`config.mk`:
```
export PLATFORM = sky130hd
export DESIGN_NAME = mreq_wb_sequencer
export DESIGN_NICKNAME = d
export VERILOG_FILES = /design/src/rtl/mreq_wb_sequencer.sv
export SDC_FILE = /design/constraint.sdc
export NUM_CORES = 1
export LEC_CHECK = 0
export CAP_MARGIN = 30
export CELL_PAD_IN_SITES_DETAIL_PLACEMENT = 0
export CELL_PAD_IN_SITES_GLOBAL_PLACEMENT = 1
export CORE_ASPECT_RATIO = 1.4
export CORE_UTILIZATION = 33
export DETAILED_ROUTE_END_ITERATION = 8
export HOLD_SLACK_MARGIN = 0.02
export PLACE_DENSITY_LB_ADDON = 0.1
export SLEW_MARGIN = 15
export SYNTH_ARGS = -nofsm -noshare
export SYNTH_HDL_FRONTEND = slang
export SYNTH_SLANG_ARGS = --single-unit
```
`constraint.sdc`:
```
create_clock -name clk -period 2.5 [get_ports clk]
set_clock_uncertainty 0.05 [all_clocks]
set_input_delay 0.375 -clock clk [delete_from_list [all_inputs] [get_ports clk]]
set_output_delay 0.375 -clock clk [all_outputs]
set_load 0.01 [all_outputs]
```
`src/rtl/mreq_wb_sequencer.sv`:
```
// rtl/mreq_wb_sequencer.sv - runs one granted MREQ as single Wishbone classic transfers
// Optional ack watchdog and sticky o_err: define MREQ_SEQ_TIMEOUT_EN.
module mreq_wb_sequencer #(
  parameter int ADDR_BITS      = 32,
  parameter int TIMEOUT_CYCLES = 256
) (
  input  logic                 clk,
  input  logic                 rst,
  input  logic                 i_mreq_valid,
  output logic                 o_mreq_ready,
  input  logic                 i_mreq_wr,
  input  logic                 i_mreq_aincr,
  input  logic [1:0]           i_mreq_wsize,
  input  logic [7:0]           i_mreq_wcount,
  input  logic [ADDR_BITS-1:0] i_mreq_addr,
  input  logic                 i_wdata_valid,
  output logic                 o_wdata_ready,
  input  logic [31:0]          i_wdata,
  output logic                 o_rdata_valid,
  input  logic                 i_rdata_ready,
  output logic [31:0]          o_rdata,
  output logic                 o_wb_cyc,
  output logic                 o_wb_stb,
  output logic                 o_wb_we,
  output logic [ADDR_BITS-3:0] o_wb_adr,
  output logic [3:0]           o_wb_sel,
  output logic [31:0]          o_wb_dat,
  input  logic [31:0]          i_wb_dat,
  input  logic                 i_wb_ack,
  output logic                 o_busy,
  output logic                 o_err
);

  typedef enum logic [1:0] {S_IDLE, S_WDATA, S_BUS, S_RDATA} state_t;

  state_t               state;
  logic                 wr_q;
  logic                 aincr_q;
  logic [1:0]           wsize_q;
  logic [7:0]           rem_q;
  logic [ADDR_BITS-1:0] addr_q;

  logic [ADDR_BITS-1:0] req_addr;
  logic [ADDR_BITS-1:0] addr_step;
  logic [ADDR_BITS-1:0] addr_next;
  logic [31:0]          wr_shift;
  logic [31:0]          rd_shift;
  logic [31:0]          rd_lane;

  function automatic logic [3:0] lane_sel(input logic [1:0] lo, input logic [1:0] sz);
    logic [3:0] s;
    case (sz)
      2'd0:    s = 4'b0001 << lo;
      2'd1:    s = 4'b0011 << lo;
      default: s = 4'b1111;
    endcase
    return s;
  endfunction

  // Force the request address onto a natural boundary for its size.
  always_comb begin
    req_addr = i_mreq_addr;
    if (i_mreq_wsize == 2'd1)
      req_addr[0] = 1'b0;
    else if (i_mreq_wsize[1])
      req_addr[1:0] = 2'b00;
  end

  always_comb begin
    case (wsize_q)
      2'd0:    addr_step = ADDR_BITS'(1);
      2'd1:    addr_step = ADDR_BITS'(2);
      default: addr_step = ADDR_BITS'(4);
    endcase
    addr_next = aincr_q ? addr_q + addr_step : addr_q;
  end

  always_comb begin
    wr_shift = i_wdata << {addr_q[1:0], 3'b000};
    rd_shift = i_wb_dat >> {addr_q[1:0], 3'b000};
    case (wsize_q)
      2'd0:    rd_lane = {24'h000000, rd_shift[7:0]};
      2'd1:    rd_lane = {16'h0000, rd_shift[15:0]};
      default: rd_lane = rd_shift;
    endcase
  end

`ifdef MREQ_SEQ_TIMEOUT_EN
  localparam int TMO_W = $clog2(TIMEOUT_CYCLES + 1);
  logic [TMO_W-1:0] tmo_cnt;
`else
  assign o_err = 1'b0;
`endif

  always_ff @(posedge clk) begin
    if (rst) begin
      state         <= S_IDLE;
      wr_q          <= 1'b0;
      aincr_q       <= 1'b0;
      wsize_q       <= 2'd0;
      rem_q         <= 8'd0;
      addr_q        <= '0;
      o_mreq_ready  <= 1'b1;
      o_wdata_ready <= 1'b0;
      o_rdata_valid <= 1'b0;
      o_rdata       <= 32'h0;
      o_wb_cyc      <= 1'b0;
      o_wb_stb      <= 1'b0;
      o_wb_we       <= 1'b0;
      o_wb_adr      <= '0;
      o_wb_sel      <= 4'h0;
      o_wb_dat      <= 32'h0;
      o_busy        <= 1'b0;
`ifdef MREQ_SEQ_TIMEOUT_EN
      tmo_cnt       <= '0;
      o_err         <= 1'b0;
`endif
    end else begin
`ifdef MREQ_SEQ_TIMEOUT_EN
      if (state != S_BUS)
        tmo_cnt <= '0;
`endif
      case (state)
        S_IDLE: begin
          if (i_mreq_valid) begin
            wr_q         <= i_mreq_wr;
            aincr_q      <= i_mreq_aincr;
            wsize_q      <= i_mreq_wsize;
            rem_q        <= i_mreq_wcount;
            addr_q       <= req_addr;
            o_mreq_ready <= 1'b0;
            o_busy       <= 1'b1;
            if (i_mreq_wr) begin
              state         <= S_WDATA;
              o_wdata_ready <= 1'b1;
            end else begin
              state    <= S_BUS;
              o_wb_cyc <= 1'b1;
              o_wb_stb <= 1'b1;
              o_wb_we  <= 1'b0;
              o_wb_adr <= req_addr[ADDR_BITS-1:2];
              o_wb_sel <= lane_sel(req_addr[1:0], i_mreq_wsize);
            end
          end
        end

        S_WDATA: begin
          if (i_wdata_valid) begin
            o_wdata_ready <= 1'b0;
            o_wb_dat      <= wr_shift;
            state         <= S_BUS;
            o_wb_cyc      <= 1'b1;
            o_wb_stb      <= 1'b1;
            o_wb_we       <= 1'b1;
            o_wb_adr      <= addr_q[ADDR_BITS-1:2];
            o_wb_sel      <= lane_sel(addr_q[1:0], wsize_q);
          end
        end

        S_BUS: begin
          if (i_wb_ack) begin
            o_wb_cyc <= 1'b0;
            o_wb_stb <= 1'b0;
            o_wb_we  <= 1'b0;
            if (wr_q) begin
              if (rem_q == 8'd0) begin
                state        <= S_IDLE;
                o_mreq_ready <= 1'b1;
                o_busy       <= 1'b0;
              end else begin
                rem_q         <= rem_q - 8'd1;
                addr_q        <= addr_next;
                state         <= S_WDATA;
                o_wdata_ready <= 1'b1;
              end
            end else begin
              o_rdata       <= rd_lane;
              o_rdata_valid <= 1'b1;
              state         <= S_RDATA;
            end
          end
`ifdef MREQ_SEQ_TIMEOUT_EN
          // Watchdog expiry abandons the rest of the request.
          else if (tmo_cnt == TMO_W'(TIMEOUT_CYCLES - 1)) begin
            o_wb_cyc     <= 1'b0;
            o_wb_stb     <= 1'b0;
            o_wb_we      <= 1'b0;
            o_err        <= 1'b1;
            state        <= S_IDLE;
            o_mreq_ready <= 1'b1;
            o_busy       <= 1'b0;
          end else begin
            tmo_cnt <= tmo_cnt + TMO_W'(1);
          end
`endif
        end

        S_RDATA: begin
          if (i_rdata_ready) begin
            o_rdata_valid <= 1'b0;
            if (rem_q == 8'd0) begin
              state        <= S_IDLE;
              o_mreq_ready <= 1'b1;
              o_busy       <= 1'b0;
            end else begin
              rem_q    <= rem_q - 8'd1;
              addr_q   <= addr_next;
              state    <= S_BUS;
              o_wb_cyc <= 1'b1;
              o_wb_stb <= 1'b1;
              o_wb_we  <= 1'b0;
              o_wb_adr <= addr_next[ADDR_BITS-1:2];
              o_wb_sel <= lane_sel(addr_next[1:0], wsize_q);
            end
          end
        end

        default: state <= S_IDLE;
      endcase
    end
  end

endmodule
```
==> results of run 1 <==
[registers in the layout (all words and copies together) (netlist names)]
| register | count |
|---|---|
| addr_q | 32 |
| aincr_q | 1 |
| o_busy | 1 |
| o_mreq_ready | 1 |
| o_rdata | 32 |
| o_rdata_valid | 1 |
| o_wb_adr | 30 |
| o_wb_dat | 32 |
| o_wb_sel | 4 |
| o_wb_stb | 1 |
| o_wb_we | 1 |
| o_wdata_ready | 1 |
| rem_q | 8 |
| state | 2 |
| wr_q | 1 |
| wsize_q | 2 |
[synth_stat cells (20+ instances only)]
| cell | instances | area [um2] |
|---|---|---|
| clkbuf_1 | 77 | 289 |
| a22oi_1 | 26 | 195 |
| dfxtp_1 | 150 | 3000 |
| nand3_1 | 47 | 235 |
| a21oi_1 | 101 | 505 |
| buf_2 | 23 | 115 |
| nand4_1 | 20 | 125 |
| a211oi_1 | 51 | 383 |
| nor2_1 | 115 | 432 |
| xnor2_1 | 20 | 175 |
| nor4_1 | 25 | 156 |
| nand2_1 | 91 | 342 |
| o21ai_0 | 37 | 185 |
| nor3_1 | 67 | 335 |
| nor2b_1 | 29 | 181 |
| mux2i_1 | 41 | 410 |
[per-layer routing]
layer / vias to the layer above / wire (um) / global-route usage [%]
met4: 0 / 1100 / 10.1
met1: 4492 / 13600 / 28.1
met2: 283 / 17100 / 43.7
met5: - / 0 / 0
li1: 4669 / - / -
met3: 50 / 1960 / 6.06
[cell usage in the layout, fill, tap and decap left out, types with 7 or more instances in the layout]
master and count:
a22oi_1 25, or3_1 7, clkdlybuf4s50_1 217, mux2i_1 41, nor2b_1 28, a21oi_1 101
inv_1 15, xnor2_1 20, nor3_1 67, and2_1 8, nand4_1 20, a31oi_1 12
nand2_1 90, buf_12 10, or4_1 10, buf_4 92, a211oi_1 51, nor2_1 113
nand3_1 45, dfxtp_1 144, nor4_1 22, a21o_1 7, o22ai_1 15, o21ai_0 37
clkbuf_16 17
[tightest hold or removal path, stage by stage]
cell     delay [ns]
buf_4          0.10
inv_1          0.11
o21ai_0        0.10
a31oi_1        0.05
[report_power, final]
group	switching, mW	internal [mW]
combinational	1.86	1.55
clock	1.13	1.60
sequential	0.309	2.69
[through the flow]
stage | hold slack (ns) | worst slack (ns) | cells
2_1_floorplan | 0.426 | 0.0312 | 1145
3_3_place_gp | 0.388 | -0.0577 | 1670
3_5_place_dp | 0.397 | -0.122 | 1670
4_1_cts | 0.279 | 0.00303 | 1702
5_1_grt | 0.321 | -0.0286 | 1708
6_report | 0.292 | 0.0951 | 1708
[cells by family after synthesis]
group	Yosys count	share of synthesized area, %
other	1	0.0425
adders and majority gates	5	0.767
and+or+nand+nor	457	26.1
xor gates and xnor gates	26	2.58
muxes	47	5.55
buffers and inverters	130	5.99
DFF	150	34.1
AOI/OAI and AO/OA	329	24.9
[layout make-up]
cell class                      count  area [um2]
Fill cell                        2645       13600
Timing Repair Buffer              319        3060
Multi-Input combinational cell    865        5390
Clock buffer                       18         439
Sequential cell                   150        3010
Antenna cell                        1        2.50
Tap cell                          324         405
Inverter                           17        63.8
Clock inverter                     14         175
[worst paths after layout]
| kind | to |
|---|---|
| worst max-delay path | addr_q[31] |
| worst min-delay path | o_wb_adr[27] |
| worst max register to register | addr_q[31] |
| worst min register to register | o_wb_dat[1] |
[timing repair]
item                                    4_1_cts  5_1_grt
pin swaps                                     0        9
resized for setup                             1       20
setup buffers                                 0        6
endpoints found under the setup margin        8       21
gates cloned                                  0        0
==> results.md, run 1 <==
- CP Depth: 9
- Clock root buffer: clkbuf_16
- Netlist cell types: 74
- Reg2Reg Depth: 9
- Max-cap violations: 0
- Area of the core: about 26000 um2
- Non-Filler Cell Area, Final: roughly 13000 um2
- Slew Limit Fails: 0
- GRT Residual Overflow: 0
- Chip Height: a little under 200 um
- Primary FF master, synth: dfxtp_1
- Critical Path Start Type: register
- Post-Syn Area: 8810 um2
- CTS tree: built
- Vias in the first global route: 9245
- DRC viols: 0
- Final Hold Vio Count: 0
- Post-DP HPWL: ~25000 um
- Cell family with most CP delay: simple AND/OR/NAND/NOR gates
- Final Wtd Congestion: ~0.87
- Tot Pwr: between 9 and 10 mW
- Final cycle utilization of the critical path: 96.2%
- Seq cells post-synth: 150
- DRT iter0 DRCs: around 460
- Reg-to-reg slack, setup: between 0.09 and 0.1 ns
- Post-placement cell area: 11800 um2
- # IOs: 220
- Vias: 9494
- Number of vias per cell: approximately 5.6
- Yosys warns: 0
- Req. time, crit path: 2.77 ns
- 1st-pass router iterations: 5
- Seq/Total Area, Yosys: between 30% and 40%
- Num CTS Buffers: 17
- Buf/Inv on CP: 2
- Worst r2r src: wsize_q[0]
- CTS Sinks: 150
- Area Overhead vs Synth: 42.4%
- Worst min path class: input pin to register
- Area of the die: between 20000 and 30000 um2
- Worst VDD drop: between 500 and 600 uV
- Worst Hold Depth: 4
- Worst Path Max Fanout: 8
- Final WL: 33800 um
- Max_slew headroom: 44.7%
- HP Start: rst
- Crit-path slowest cell: or3b_1
- Setup violators final: 0
- Final TNS setup: 0 ns
- Largest net degree at the start of global routing: 131
- Crit path time final: approximately 2.4 ns
- First-pass GRT wire length: about 52000 um
- Path type of the worst setup path: register to register
- Layout cell share with drive strength beyond 1: ~13%
- Routed len/inst: slightly below 20 um
- Crit path DAT: about 2.7 ns
- Final Core Density: between 40 and 50%
- Clock Latency Late Sink: about 0.44 ns
- Leakage: roughly 4.3 nW
- Remaining antenna violation count: 0
- Antenna violations before repair: 1
- Critical path origin: wsize_q[0]
- Crit-path cells: nor2b_4, ha_4, a21o_1, o211ai_1, buf_4, buf_4, nor4_4, and3b_1, or3b_1
- Worst setup EP type: register
- Syn Nets: 1263
- Row count: 70
- Port Buffer Count: 218
- GRT Overall Usage: 24.7%
- Critical path's largest stage delay: approximately 0.36 ns
- Horiz. Die Dim: about 140 um
- Status: completed
- Max clock buf depth: 2
- H-tree levels: 4
- CTS clk-pin slew, worst paths: 0.06 ns
- Syn Area/Cell: ~7.7 um2
- CTS Hold Bufs: 0
- CP dominant cell by count: buf_4
- FMAX: 0.416 GHz
- Measured slew at the worst slew-check pin: between 0.8 and 0.9 ns
- Post-synth EDFFs: 0
- Async SR Flop Fraction: 0%
- Initial core utilization: around a third
- Synthesized instance count: between 1000 and 1500
- Nets@finish: around 1500
- Pwr dens: ~730 nW/um2
No activity file was read; power rests on OpenSTA's default activity.
==> inputs of run 2 (changes only) <==
- GPL_TIMING_DRIVEN: default -> 0
==> run 2 against run 1 <==
Critical path depth did not move; cell area rose by 0.18%; combinational power rose by 8.2%; count of clock-buffer cells in the layout rose by 1; critical endpoint is now o_wb_adr[9]; largest cell class unchanged.
==> results.md, run 2 (same netlist as run 1, synthesis figures left out) <==
- Final TNS setup: 0 ns (unchanged)
- Area of the die: 27400 um2 (unchanged)
- Area of the core: 26200 um2 (unchanged)
- Req. time, crit path: 2.82 ns (was 2.77 ns)
- Worst slack, placed: -1.15 ns (was -0.122 ns)
- GRT Residual Overflow: 0 (unchanged)
- Non-Filler Cell Area, Final: 12600 um2 (was 12500 um2)
- Final setup margin: 0.0429 ns (was 0.0951 ns)
- Multi-input logic area: 5560 um2 (was 5390 um2)
- Tot Pwr: 9.42 mW (was 9.15 mW)
- 1st-pass router iterations: 6 (was 5)
- Worst VDD drop: 594 uV (was 508 uV)
- Clock Latency Late Sink: 0.44 ns (about the same)
- Max clock buf depth: 2 (unchanged)
- N_diodes: 0 (was 1)
- # IOs: 220 (unchanged)
- Crit path time final: 2.46 ns (was 2.40 ns)
- Final Hold Vio Count: 0 (unchanged)
- Most frequent cells in the layout: clkdlybuf4s50_1 (218), dfxtp_1 (147), nor2_1 (109) (was clkdlybuf4s50_1 (217), dfxtp_1 (144), nor2_1 (113))
- Most common cell after layout, fill and taps aside: clkdlybuf4s50_1 (unchanged)
- Measured slew at the worst slew-check pin: 0.932 ns (was 0.830 ns)
- Antenna violations before repair: 0 (was 1)
- Fillers: 2638 (was 2645)
- GRT Overall Usage: 30.1% (was 24.7%)
- Num CTS Buffers: 17 (unchanged)
- Nets@finish: 1521 (was 1488)
- Max-cap violations: 0 (unchanged)
- Post-placement cell area: 11400 um2 (was 11800 um2)
- FMAX: 0.407 GHz (was 0.416 GHz)
- Vias in the first global route: 10100 (was 9245)
- Worst setup EP type: register (unchanged)
- DRC viols: 0 (unchanged)
- Path type of the worst setup path: register to register (unchanged)
- Final Wtd Congestion: 0.961 (was 0.865)
- Pwr dens: 749 nW/um2 (was 729 nW/um2)
- Final cycle utilization of the critical path: 98.3% (was 96.2%)
- CTS Sinks: 150 (unchanged)
- Worst Path Max Fanout: 6 (was 8)
- Clock root buffer: clkbuf_16 (unchanged)
- First-pass GRT wire length: 61500 um (was 52100 um)
- Remaining antenna violation count: 0 (unchanged)
- Chip Height: 195 um (unchanged)
- Status: completed (unchanged)
- Initial core utilization: 33.7% (unchanged)
- Fin Hold WS: 0.402 ns (was 0.292 ns)
- Final WL: 41000 um (was 33800 um)
- CTS tree: built (unchanged)
- Crit path DAT: 2.78 ns (was 2.67 ns)
- Seq. cell area: 3010 um2 (about the same)
- Routed len/inst: 23.6 um (was 19.8 um)
- RSZ-0062 raised after global routing: true
- H-tree levels: 4 (unchanged)
- Slew Limit Fails: 0 (unchanged)
- Setup violators final: 0 (unchanged)
- Layout cell share with drive strength beyond 1: 11.9% (was 12.8%)
- CTS clk-pin slew, worst paths: 0.06 ns (about the same)
- Worst min path class: register to register (was input pin to register)
- Vias: 10200 (was 9494)
- Leakage: 4.28 nW (was 4.35 nW)
- Largest net degree at the start of global routing: 17 (was 131)
- DRT iter0 DRCs: 727 (was 455)
- Number of vias per cell: 5.84 (was 5.56)
- Horiz. Die Dim: 140 um (unchanged)
- Biggest registers after layout: addr_q x32, o_rdata x32, o_wb_dat x32 (unchanged)
- Area Overhead vs Synth: 42.6% (was 42.4%)
- Critical Path Start Type: register (unchanged)
- Post-DP HPWL: 30300 um (was 24500 um)
- Port Buffer Count: 218 (unchanged)
- Max_slew headroom: 37.9% (was 44.7%)
- Row count: 70 (unchanged)
## run 2: where the power goes
part           internal, mW  total, mW  leakage [nW]  switching, mW
registers              2.68       2.92          1.22          0.239
clock network          1.69       2.81         0.291           1.12
logic                  1.43       3.69          2.76           2.26
total                  5.80       9.42          4.28           3.62
## run 2: routing by layer
layer	global-route usage (%)	wire length [um]	up-vias
met5	0	0	-
met4	19.8	2620	0
met3	7.04	2790	138
met2	52.2	20000	479
met1	32.7	15600	4787
li1	-	-	4755
## run 2: layout make-up
type	count	share of cell area [%]
Clock buffer	19	3.52
Sequential cell	150	23.9
Timing Repair Buffer	243	19.0
Tap cell	324	3.23
Buffer	108	4.14
Inverter	17	0.508
Multi-Input combinational cell	866	44.2
Clock inverter	12	1.41
## run 2: metrics by stage
| stage | utilization [%] | instances |
|---|---|---|
| after global routing | 48.0 | 1739 |
| final | 48.0 | 1739 |
| after floorplan | - | 1145 |
| after CTS | 47.4 | 1736 |
| after global placement | 43.6 | 1687 |
| after detailed placement | 43.7 | 1690 |
## run 2: what timing repair did
item / 4_1_cts / 5_1_grt
cloned: 2 / 0
setup endpoints to repair: 100 / 83
setup buffers: 15 / 6
hold buffers: 0 / 0
pin swaps: 12 / 9
gates resized for setup: 71 / 39
## run 2: critical path, stage by stage (launching register included)
cell and delay [ns]:
dfxtp_4 0.38, nor2b_4 0.14, ha_4 0.26, a211o_1 0.17
a22oi_2 0.11, clkbuf_8 0.16, buf_6 0.12, or4_1 0.47
a311o_1 0.37, a21oi_1 0.15
## run 2: final timing paths
check / cells past startpoint / slack (ns) / from / endpoint
worst max-delay path: 9 / 0.04 / wsize_q[0] / o_wb_adr[9]
worst min-delay path: 2 / 0.40 / o_wb_dat[5] / o_wb_dat[5]
worst max register to register: 9 / 0.04 / wsize_q[0] / o_wb_adr[9]
worst min register to register: 2 / 0.40 / o_wb_dat[5] / o_wb_dat[5]
